<file path="src/rtl/acc_requant_pkg.sv">
// acc_requant_pkg
// Shared constants and types for the accumulate/requantise output stage.
// Holds the default datapath widths, the accumulator width helper, the FSM
// state encoding and the int16 clip limits. Imported by acc_requant_stage
// and requant_sat.
package acc_requant_pkg;

  localparam int DEFAULT_N         = 16;
  localparam int DEFAULT_SUM_WIDTH = 2 * DEFAULT_N + 4;
  localparam int DEFAULT_CH_MAX    = 64;
  localparam int DEFAULT_SHIFT_W   = 6;

  // Accumulator width: enough headroom to sum ch_max full-scale psums.
  function automatic int acc_width(input int sum_w, input int ch_max);
    return sum_w + $clog2(ch_max);
  endfunction

  typedef enum logic [1:0] {
    ST_IDLE    = 2'd0,
    ST_ACCUM   = 2'd1,
    ST_REQUANT = 2'd2
  } state_t;

  localparam logic signed [15:0] INT16_MAX = 16'sh7FFF;
  localparam logic signed [15:0] INT16_MIN = 16'sh8000;

endpackage

</file>
<file path="src/rtl/acc_requant_sat.sv">
// requant_sat
// Combinational requantiser: adds bias to an accumulator, applies a rounded
// (round-half-up) arithmetic right shift, optional ReLU, then clips the
// result to a signed N-bit range.
// Ports:
//   acc   in  ACC_W      signed accumulator
//   bias  in  SUM_WIDTH  signed bias, same scale as acc
//   shift in  SHIFT_W    right-shift amount
//   relu  in  1          clamp negative results to zero
//   data  out N          signed clipped result
//   sat   out 1          result was clipped
module requant_sat
  import acc_requant_pkg::*;
#(
  parameter int N         = DEFAULT_N,
  parameter int ACC_W     = 42,
  parameter int SUM_WIDTH = DEFAULT_SUM_WIDTH,
  parameter int SHIFT_W   = DEFAULT_SHIFT_W
) (
  input  logic signed [ACC_W-1:0]     acc,
  input  logic signed [SUM_WIDTH-1:0] bias,
  input  logic [SHIFT_W-1:0]          shift,
  input  logic                        relu,
  output logic signed [N-1:0]         data,
  output logic                        sat
);

  // Two guard bits: one for the bias add, one for the rounding increment.
  localparam int W = ACC_W + 2;
  localparam logic signed [W-1:0] MAX_V = {{(W-N+1){1'b0}}, {(N-1){1'b1}}};
  localparam logic signed [W-1:0] MIN_V = {{(W-N+1){1'b1}}, {(N-1){1'b0}}};

  logic signed [W-1:0] t;
  logic signed [W-1:0] half;
  logic signed [W-1:0] r;

  always_comb begin
    t    = W'(acc) + W'(bias);
    half = '0;
    if (shift != '0) begin
      half = W'(1) << (shift - SHIFT_W'(1));
    end
    r = (t + half) >>> shift;
    if (relu && r[W-1]) begin
      r = '0;
    end
    data = r[N-1:0];
    sat  = 1'b0;
    if (r > MAX_V) begin
      data = MAX_V[N-1:0];
      sat  = 1'b1;
    end else if (r < MIN_V) begin
      data = MIN_V[N-1:0];
      sat  = 1'b1;
    end
  end

endmodule

</file>
<file path="src/rtl/acc_requant_stage.sv">
// acc_requant_stage
// Accumulates cfg_num_ch partial sums per output pixel, then requantises the
// total (bias add, rounded shift, optional ReLU, int16 clip) and hands one
// activation per group downstream over valid/ready.
// Optional build macro ACC_REQUANT_SAT_CNT_EN adds a saturating 16-bit count
// of accepted outputs that were clipped (port sat_count).
// Ports:
//   clk, rst            clock, asynchronous active-high reset
//   in_valid/in_ready   psum beat handshake, in_psum signed partial sum
//   cfg_num_ch          beats per group (0 behaves as 1)
//   cfg_bias/shift/relu requantisation config, sampled on a group's first beat
//   out_valid/out_ready result handshake, out_data activation, out_sat clipped
//   sat_count           (macro only) clipped-output counter
module acc_requant_stage
  import acc_requant_pkg::*;
#(
  parameter int N         = DEFAULT_N,
  parameter int SUM_WIDTH = DEFAULT_SUM_WIDTH,
  parameter int CH_MAX    = DEFAULT_CH_MAX,
  parameter int SHIFT_W   = DEFAULT_SHIFT_W,
  localparam int ACC_W    = acc_width(SUM_WIDTH, CH_MAX),
  localparam int CNT_W    = $clog2(CH_MAX) + 1
) (
  input  logic                        clk,
  input  logic                        rst,
  input  logic                        in_valid,
  output logic                        in_ready,
  input  logic signed [SUM_WIDTH-1:0] in_psum,
  input  logic [CNT_W-1:0]            cfg_num_ch,
  input  logic signed [SUM_WIDTH-1:0] cfg_bias,
  input  logic [SHIFT_W-1:0]          cfg_shift,
  input  logic                        cfg_relu,
  output logic                        out_valid,
  input  logic                        out_ready,
  output logic signed [N-1:0]         out_data,
`ifdef ACC_REQUANT_SAT_CNT_EN
  output logic [15:0]                 sat_count,
`endif
  output logic                        out_sat
);

  state_t                      state;
  logic signed [ACC_W-1:0]     acc;
  logic [CNT_W-1:0]            cnt;
  logic [CNT_W-1:0]            num_ch_q;
  logic signed [SUM_WIDTH-1:0] bias_q;
  logic [SHIFT_W-1:0]          shift_q;
  logic                        relu_q;

  logic                        beat;
  logic [CNT_W-1:0]            num_ch_eff;
  logic signed [ACC_W-1:0]     psum_ext;
  logic signed [N-1:0]         rq_data;
  logic                        rq_sat;

  // Gated by rst so the stage never advertises readiness while held in reset.
  assign in_ready   = ((state == ST_IDLE) || (state == ST_ACCUM)) && !rst;
  assign beat       = in_valid && in_ready;
  assign num_ch_eff = (cfg_num_ch == '0) ? CNT_W'(1) : cfg_num_ch;
  assign psum_ext   = ACC_W'(in_psum);

  requant_sat #(
    .N         (N),
    .ACC_W     (ACC_W),
    .SUM_WIDTH (SUM_WIDTH),
    .SHIFT_W   (SHIFT_W)
  ) u_requant (
    .acc   (acc),
    .bias  (bias_q),
    .shift (shift_q),
    .relu  (relu_q),
    .data  (rq_data),
    .sat   (rq_sat)
  );

  // Group FSM plus output register. The output register is freed by a
  // downstream accept; a REQUANT load in the same cycle overrides that so
  // results can go out back-to-back.
  always_ff @(posedge clk or posedge rst) begin
    if (rst) begin
      state     <= ST_IDLE;
      acc       <= '0;
      cnt       <= '0;
      num_ch_q  <= '0;
      bias_q    <= '0;
      shift_q   <= '0;
      relu_q    <= 1'b0;
      out_valid <= 1'b0;
      out_data  <= '0;
      out_sat   <= 1'b0;
    end else begin
      if (out_valid && out_ready) begin
        out_valid <= 1'b0;
      end
      case (state)
        ST_IDLE: begin
          if (beat) begin
            num_ch_q <= num_ch_eff;
            bias_q   <= cfg_bias;
            shift_q  <= cfg_shift;
            relu_q   <= cfg_relu;
            acc      <= psum_ext;
            cnt      <= CNT_W'(1);
            state    <= (num_ch_eff <= CNT_W'(1)) ? ST_REQUANT : ST_ACCUM;
          end
        end
        ST_ACCUM: begin
          if (beat) begin
            acc <= acc + psum_ext;
            cnt <= cnt + CNT_W'(1);
            if (cnt + CNT_W'(1) == num_ch_q) begin
              state <= ST_REQUANT;
            end
          end
        end
        ST_REQUANT: begin
          if (!out_valid || out_ready) begin
            out_data  <= rq_data;
            out_sat   <= rq_sat;
            out_valid <= 1'b1;
            acc       <= '0;
            cnt       <= '0;
            state     <= ST_IDLE;
          end
        end
        default: state <= ST_IDLE;
      endcase
    end
  end

`ifdef ACC_REQUANT_SAT_CNT_EN
  // Counts clipped results as they are accepted downstream; sticks at max.
  always_ff @(posedge clk or posedge rst) begin
    if (rst) begin
      sat_count <= '0;
    end else if (out_valid && out_ready && out_sat && (sat_count != 16'hFFFF)) begin
      sat_count <= sat_count + 16'd1;
    end
  end
`endif

endmodule

</file>
<file path="config.mk">
export PLATFORM = sky130hd
export DESIGN_NAME = acc_requant_stage
export DESIGN_NICKNAME = d
export VERILOG_FILES = /design/src/rtl/acc_requant_pkg.sv /design/src/rtl/acc_requant_sat.sv /design/src/rtl/acc_requant_stage.sv
export SDC_FILE = /design/constraint.sdc
export NUM_CORES = 1
export LEC_CHECK = 0
export ABC_AREA = 1
export BUFFER_PORTS_ARGS = -buffer_cell sky130_fd_sc_hd__buf_4
export CAP_MARGIN = 15
export CORE_MARGIN = 5
export CORE_UTILIZATION = 60
export DETAILED_ROUTE_END_ITERATION = 7
export PLACE_DENSITY = 0.8
export SETUP_SLACK_MARGIN = 0.05
export SYNTH_ARGS = -nofsm -noshare
export SYNTH_HDL_FRONTEND = slang
export SYNTH_SLANG_ARGS = --single-unit
</file>
<file path="constraint.sdc">
create_clock -name clk -period 13.7 [get_ports clk]
set_input_delay 2.055 -clock clk [delete_from_list [all_inputs] [get_ports clk]]
set_output_delay 2.055 -clock clk [all_outputs]
set_load 0.01 [all_outputs]
</file>
Word level (Yosys, flattened, before mapping):

Cells that the tools add are included.

* register bits after elaboration: 119
* bits of input ports: 90
* output and inout port bits: 19
* word-level logic and storage cells: 67

* $add $sub $neg: 5
* $lt $le $gt $ge: 3
* equal/unequal tests: 7
* shifts and indexed selects: 2
* mux-type cells: 24
* reduce and logical (&&, ||, !) cells: 16

Operators by type and width (count)
* 2-to-1 mux 42 bit: 3
* one-hot mux 42 bit (3 select lines): 1
* 2-to-1 mux 44 bit: 2
* adder 44 bit: 1
* greater-than comparator 44 x 16 -> 1 bit (second input constant): 1
* < comparator 44 x 16 -> 1 bit (second input constant): 1
* << shifter 1 x 6 -> 44 bit (first input constant): 1
* >>> shifter 44 x 6 -> 44 bit: 1
* adder 42 x 36 -> 43 bit: 1
* adder 42 x 36 -> 42 bit: 1
* 2-to-1 mux 16 bit: 2
* 2-to-1 mux 7 bit: 4
* one-hot mux 7 bit (3 select lines): 1
* 2-to-1 mux 2 bit: 5
* AND reduction 4 bit: 2
* adder 7 x 1 -> 7 bit (second input constant): 1
* == test 7 bit: 1
* less-or-equal comparator 7 x 1 -> 1 bit (second input constant): 1
* logical NOT 7 bit: 1
* != test 2 bit (second input constant): 3
* one-hot mux 2 bit (3 select lines): 1
* nonzero test 6 bit: 1
* subtractor 6 x 1 -> 6 bit (second input constant): 1
* 2-to-1 mux 1 bit: 5
* other kinds (9): 15

Longest topological paths before layout:

Gate-level depths: netlist of run 1.

* depth after elaboration: 10
* gate-level depth with buffers: 48
* mapped depth without buffers: 47

Hierarchy:

Synthesis of run 1 repeated with hierarchy kept, for this count alone.

* cells, all modules: 2827
* area, all modules: 16438.3 µm²

Modules (own cells, without submodules)
* requant_sat: instances 1, cells each 1667, area an instance 8488.1 µm², sequential area each 0.0 µm²
* acc_requant_stage: instances 1, cells each 1160, area an instance 7950.1 µm², sequential area each 2977.9 µm²

Least setup slack after synthesis of run 1:

OpenSTA, ideal clock, no wires.

* kind: input-to-reg
* start: in rst
* end: reg acc[1]
* library setup time: 87 ps
* arrival time: 5757 ps
* path slack: 7856 ps
* stages on the path: 8
* path buffers: 1
* path through: inv_1 -> a21oi_1 -> a31oi_1 -> nand2_1 -> inv_2 -> buf_1 -> nand3_1 -> o211ai_1

* word-level cells in the longest chain between the ends: 5
* elaborated cells between the ends (all ways): 6

RTL lines
* from (decl): RTL line acc_requant_stage.sv:25 `input logic rst,`
* logical NOT 1 bit (no source line) (*)
* logical AND 1 bit (*): RTL line acc_requant_stage.sv:57 `assign in_ready = ((state == ST_IDLE) || (state == ST_ACCUM)) && !rst;`
* logical AND 1 bit (*): RTL line acc_requant_stage.sv:58 `assign beat = in_valid && in_ready;`
* != test 2 bit (no source line)
* AND reduction 4 bit (no source line) (*)
* to (signal assigned): RTL line acc_requant_stage.sv:102 `acc <= psum_ext;`
* to (signal assigned): RTL line acc_requant_stage.sv:109 `acc <= acc + psum_ext;`
* to (decl): RTL line acc_requant_stage.sv:43 `logic signed [ACC_W-1:0] acc;`

Mark *: on every way between the ends. The rest lies on a longest branch, timed or not.
A chain may end at the register's enable or synchronous reset.

Worst setup path after layout of run 1:

* start: reg acc[0]
* end: reg out_data[10]

* word-level cells in the longest chain between the ends: 8
* elaborated cells between the ends (all ways): 9

RTL lines
* adder 42 x 36 -> 43 bit (*): RTL line acc_requant_sat.sv:38 `t = W'(acc) + W'(bias);`
* adder 44 bit (*): RTL line acc_requant_sat.sv:43 `r = (t + half) >>> shift;`
* >>> shifter 44 x 6 -> 44 bit (*): RTL line acc_requant_sat.sv:43
* logical AND 1 bit: RTL line acc_requant_sat.sv:44 `if (relu && r[W-1]) begin`
* 2-to-1 mux 44 bit (*): RTL line acc_requant_sat.sv:44
* < comparator 44 x 16 -> 1 bit: RTL line acc_requant_sat.sv:52 `end else if (r < MIN_V) begin`
* 2-to-1 mux 16 bit: RTL line acc_requant_sat.sv:52
* 2-to-1 mux 16 bit (*): RTL line acc_requant_sat.sv:49 `if (r > MAX_V) begin`
* to (signal assigned): RTL line acc_requant_stage.sv:118 `out_data <= rq_data;`
* to (decl): RTL line acc_requant_stage.sv:35 `output logic signed [N-1:0] out_data,`

Marks and branches as above.

==> metrics, run 1 <==
status finished, violations left; failing checks design-rule violations; chip height 171.3 um; Max Buffers Root-to-Sink 2; Top delay family on crit path simple AND/OR/NAND/NOR gates; grt ovf 0; final setup TNS 0 ns; ys async rst share 100.0%; CP Data Arrival Time 7.49 ns; Worst Hold Depth 2; met1 GRT Util 52.72%; busiest layer in global routing met2; Layout area overhead 10.48%; met2 Track Usage GR 61.55%; minimum clock period 7.172 ns; crit path max fanout 19; EDFF count, synth 0; buffer and inverter count on the worst path 9; share of the synthesized area in compound gates (AO/OA/AOI/OAI) 17.02%; number of library cell types mapped by synthesis 54; largest family of logic cells by synthesized area simple AND/OR/NAND/NOR gates; simple-gate share of the synthesized area 40.20%; Initial Util 60.42%; share of the clock period used by the worst path 52.35%; Seq cells post-synth 119; Slowest cell on crit path o21ai_0; Boundary Pins 109; worst r2r path cells 44; Resized cells post-CTS 0; Slew @ Worst Pin 1.020 ns; Total GRT Usage 38.52%; Total Nets Final 2933; Worst-path clk slew 0.06 ns; Final Hold Viols 0; post-cts hold buffer count 0; Detail Route Antenna Nets 0; largest cells by area after synthesis nand2_1 20%, dfrtp_1 19%, nand3_1 11%; initial antenna violation count 0; Rel. slew slack 31.98%; HPWL after DPL 44670 um; fmax 139.4 MHz; grt met3 use 5.079%; largest net degree at the start of global routing 68; Setup-failing EPs final 0; die extent in x 171.3 um; # rows 59; first-pass GRT wire length 90520 um; die area 29350 um^2; TritonCTS Buffers 17; RSZ-0062 raised after global routing false; adder and majority gate portion of the synthesized area 10.80%; vias in the first global route 17510; setup ws final 6.528 ns; WP data required 14.02 ns; min-delay worst type register to register; Syn Area/Cell 5.891 um^2; RD Place Congestion 1.025; sequential element share of the synthesized area 19.08%; mapped cell area 15610 um^2; filler cell count 2346; layout cell share with drive strength beyond 1 7.749%; Max Cap Viol 0; Synth top area share 19.55%; Post-Route WL 57010 um; CTS tree done; post-synthesis mux area share 0.3847%; xor-xnor portion of the synthesized cell area 3.703%; Synth warnings 0; post-CTS setup buffer count 0; CP Class register to register; startpoint class of the critical path register; Via Count 18820; core area 25840 um^2; syn nets 2873; Yosys top cell by area nand2_1; root buffer cell clkbuf_16; Ant. Diodes 0; Vias/cell 6.156; Synth Instances 2650; drt first pass iters 8; Crit. End Element register; CTS sink count 119; slowest cell delay on critical path 0.57 ns; Slew Limit Fails 0; Critical Path Stages 44; Main synth FF type dfrtp_1; DRC violations left 4; Critical Path Most Common Cell nand2_1; htree depth 4; drt wl/cell 18.64 um; initial DRC count 2629; Place WS 6.670 ns; Skew-Pair Late Insertion Delay 0.44 ns; port bufs 108; Worst Skew 0.01135 ns
==> cells in the final DEF (no fill, tap or decap), drive strengths merged, types with 4 or more instances in the layout <==
master  netlist  final
or2          16     16
mux2i         6      6
clkbuf       47     17
nand2       825    825
o21ai       138    138
o221ai        9      9
inv         265    275
dfrtp       119    119
buf          36    124
nand3       346    346
a21o          5      5
ha          130    130
nor3         17     17
o31ai         4      4
xnor2        26     26
o22ai         5      5
clkinv        6      7
xor2         40     40
o21a          5      5
a31oi        15     15
nor2        246    246
a21oi       263    263
nor4          7      7
nand4        25     25
o21bai       14     14
o211ai       16     16
a21boi        5      5
==> layer usage <==
layer  vias to the layer above  wire (um)
li1                       8950          -
met2                      1087      25290
met4                         0       2859
met5                         -          0
met3                       192       5371
met1                      8595      23490
==> area by class of cell <==
cell class | instances | area [um^2] | share of cell area (%)
Clock buffer | 17 | 425.4 | 2.467
Clock inverter | 15 | 206.4 | 1.197
Inverter | 271 | 1025 | 5.942
Multi-Input combinational cell | 2177 | 11260 | 65.30
Sequential cell | 119 | 2978 | 17.27
Tap cell | 335 | 419.2 | 2.430
Timing Repair Buffer | 124 | 930.9 | 5.398
==> state kept, by name (all words and copies together) (netlist names) <==
name / cells
shift_q: 6
cnt: 7
num_ch_q: 7
out_valid: 1
acc: 42
out_data: 16
relu_q: 1
state: 2
bias_q: 36
out_sat: 1
==> worst register-to-register path: cells and delay by family, from the launching register on <==
family                     cells  cell delay [ns]
DFF                            1             0.38
AOI/OAI and AO/OA             10             2.27
buffers and inverters          9             0.71
adders and majority gates      3             1.00
and+or+nand+nor               21             2.56
xor gates and xnor gates       1             0.12
==> path summary, 6_finish.rpt <==
kind	from	to	slack, ns
worst max-delay path	acc[0]	out_data[10]	6.53
worst min-delay path	bias_q[16]	bias_q[16]	0.49
worst max register to register	acc[0]	out_data[10]	6.53
worst min register to register	bias_q[16]	bias_q[16]	0.49
max in group asynchronous	rst	bias_q[29]	10.62
min in group asynchronous	rst	num_ch_q[6]	1.73
==> metrics by stage <==
stage	cells	cell area (um^2)	hold WS [ns]	utilization, %
after floorplan	2650	15610	0.4528	-
after global placement	3026	16610	0.4661	64.31
after detailed placement	3026	16610	0.4674	64.31
after CTS	3058	17250	0.4862	66.75
after global routing	3058	17250	0.5058	66.75
final	3058	17250	0.4868	66.75
==> synthesized netlist by cell type, types with 7 or more instances <==
cell type / n
a31oi_1: 15
nor4_1: 7
clkbuf_1: 47
o221ai_1: 9
xor2_1: 40
nor3_1: 15
buf_2: 7
nand3_1: 340
or2_2: 15
o21bai_1: 14
o21ai_1: 11
nor2_1: 240
o21ai_0: 126
nand2_1: 813
xnor2_1: 26
o211ai_1: 16
dfrtp_1: 119
a21oi_1: 262
inv_1: 258
nand4_1: 25
buf_1: 24
ha_1: 130
nand2_2: 8
==> kinds of logic after synthesis <==
family	Yosys count
multiplexers	6
AND/OR/NAND/NOR	1485
AO/OA/AOI/OAI	487
buffers and inverters	354
XOR/XNOR	66
adder cells (fa/ha/maj)	133
flip-flops	119
Power of run 1 is left out: the tool's default activity adds up to more than one toggle a clock period on the data nets, which glitch-free logic cannot reach.
==> run 2, diff against run 1 <==
==> constraint.sdc (replaced) <==
create_clock -name clk -period 7.3 [get_ports clk]
set_input_delay 1.095 -clock clk [delete_from_list [all_inputs] [get_ports clk]]
set_output_delay 1.095 -clock clk [all_outputs]
set_load 0.01 [all_outputs]
==> metrics, run 2 (synthesis gave the netlist of run 1 again) <==
die extent in x 171.3 um (unchanged); Layout area overhead 10.60%; Vias/cell 6.273 (+1.9%); max reg flops 42 (unchanged); Slew Limit Fails 0 (unchanged); area of the multi-input gates 11290 um^2 (+0.25%); most common cell after layout, fill and taps aside nand2_1; Largest regs acc x42, bias_q x36, out_data x16; CTS sink count 119 (unchanged); port bufs 108 (unchanged); min-delay worst type register to register; Slew @ Worst Pin 1.040 ns (+0.01971 ns); Total Nets Final 2935 (+0.068%); htree depth 4 (unchanged); chip height 171.3 um (unchanged); CP Data Arrival Time 7.16 ns (-0.33 ns); Boundary Pins 109 (unchanged); RD Place Congestion 1.048 (+2.3%); vias in the first global route 18170 (+3.8%); Initial Util 60.42% (unchanged); die area 29350 um^2 (unchanged); filler cell count 2359 (+0.55%); Total GRT Usage 40.22% (+1.7 points); post-CTS setup buffer count 0 (unchanged); most frequent cells in the layout 813 x nand2_1, 339 x nand3_1, 258 x a21oi_1, 256 x inv_1, 239 x nor2_1; grt ovf 0 (unchanged); Via Count 19200 (+2.0%); Post-Route WL 59660 um (+4.7%); minimum clock period 6.847 ns (-0.3254 ns); slowest cell delay on critical path 0.42 ns (-0.15 ns); drt first pass iters 7 (-1); final setup TNS 0 ns (unchanged); crit path max fanout 19 (unchanged); startpoint class of the critical path register; core area 25840 um^2 (unchanged); Critical Path Most Common Cell nand2_1; Max Cap Viol 0 (unchanged); largest net degree at the start of global routing 71 (+4.4%); TritonCTS Buffers 17 (unchanged); drt wl/cell 19.50 um (+4.6%); Detail Route Antenna Nets 0 (unchanged); initial DRC count 2558 (-2.7%); DRC violations left 0 (-4); Worst Skew 0.01198 ns (+0.0006320 ns); Reg with most FFs acc; CP Class register to register; register area 2978 um^2 (unchanged); HPWL after DPL 46780 um (+4.7%); # rows 59 (unchanged); Resized cells post-CTS 0 (unchanged); Rel. slew slack 30.57% (-1.4 points); Slowest cell on crit path dfrtp_1; Max Buffers Root-to-Sink 2 (unchanged); CTS tree done; root buffer cell clkbuf_16; Ant. Diodes 0 (unchanged); Final Hold Viols 0 (unchanged); Setup-failing EPs final 0 (unchanged); fmax 146.1 MHz (+4.8%); layout cell share with drive strength beyond 1 8.073% (+0.32 points); Worst-path clk slew 0.07 ns (about the same); status completed; share of the clock period used by the worst path 93.79% (+41 points); RSZ-0062 raised after global routing false; Skew-Pair Late Insertion Delay 0.43 ns (about the same); post-cts hold buffer count 0 (unchanged); WP data required 7.62 ns (-6.40 ns); first-pass GRT wire length 94300 um (+4.2%); initial antenna violation count 1 (+1); Crit. End Element register
==> run 2: changes by cell type in the layout (fill, tap and decap cells not counted), sizes merged <==
cell,delta
inv,-2
bufinv,-3
clkinv,+6
buf,+2
clkinvlp,-1
==> run 2: path summary, 6_finish.rpt <==
path	from	endpoint	slack (ns)	depth (start not counted)
max	acc[2]	out_data[12]	0.45	44
min	bias_q[6]	bias_q[6]	0.49	2
max reg2reg	acc[2]	out_data[12]	0.45	44
min reg2reg	bias_q[6]	bias_q[6]	0.49	2
max in group asynchronous	rst	bias_q[28]	5.12	3
min in group asynchronous	rst	out_valid	0.77	2
==> run 2: area by class of cell <==
class	count	area share (%)
Inverter	271	5.935
Clock buffer	17	2.464
Timing Repair Buffer	126	5.479
Multi-Input combinational cell	2177	65.40
Sequential cell	119	17.25
Tap cell	335	2.428
Clock inverter	15	1.051
==> run 2: through the flow <==
step / utilization (%) / area (um^2) / std cells / setup slack [ns] / hold WS [ns]
2_1_floorplan: - / 15610 / 2650 / 1.838 / 0.4528
3_3_place_gp: 64.36 / 16630 / 3028 / 0.6067 / 0.4660
4_1_cts: 66.71 / 17240 / 3060 / 0.3568 / 0.4870
6_report: 66.82 / 17270 / 3060 / 0.4530 / 0.4858
3_5_place_dp: 64.36 / 16630 / 3028 / 0.3907 / 0.4700
5_1_grt: 66.82 / 17270 / 3060 / 0.04669 / 0.5116
==> run 2: critical path, delay by kind of cell, from the launching register on <==
kind | cells | cell delay (ns)
AO/OA/AOI/OAI | 10 | 1.85
XOR/XNOR | 1 | 0.16
adder cells (fa/ha/maj) | 2 | 0.76
buffers and inverters | 7 | 0.57
flip-flops | 1 | 0.42
AND/OR/NAND/NOR | 24 | 2.94
==> run 2: routing by layer <==
metal  global-route usage, %  up-vias  share of wire [%]
met5                       0        -                  0
met4                   19.57        0                5.7
met3                   6.251      240                9.9
met2                   65.22     1212                 45
met1                   52.55     8779                 39
li1                        -     8964                  -
Power of run 2 is left out for the same reason.
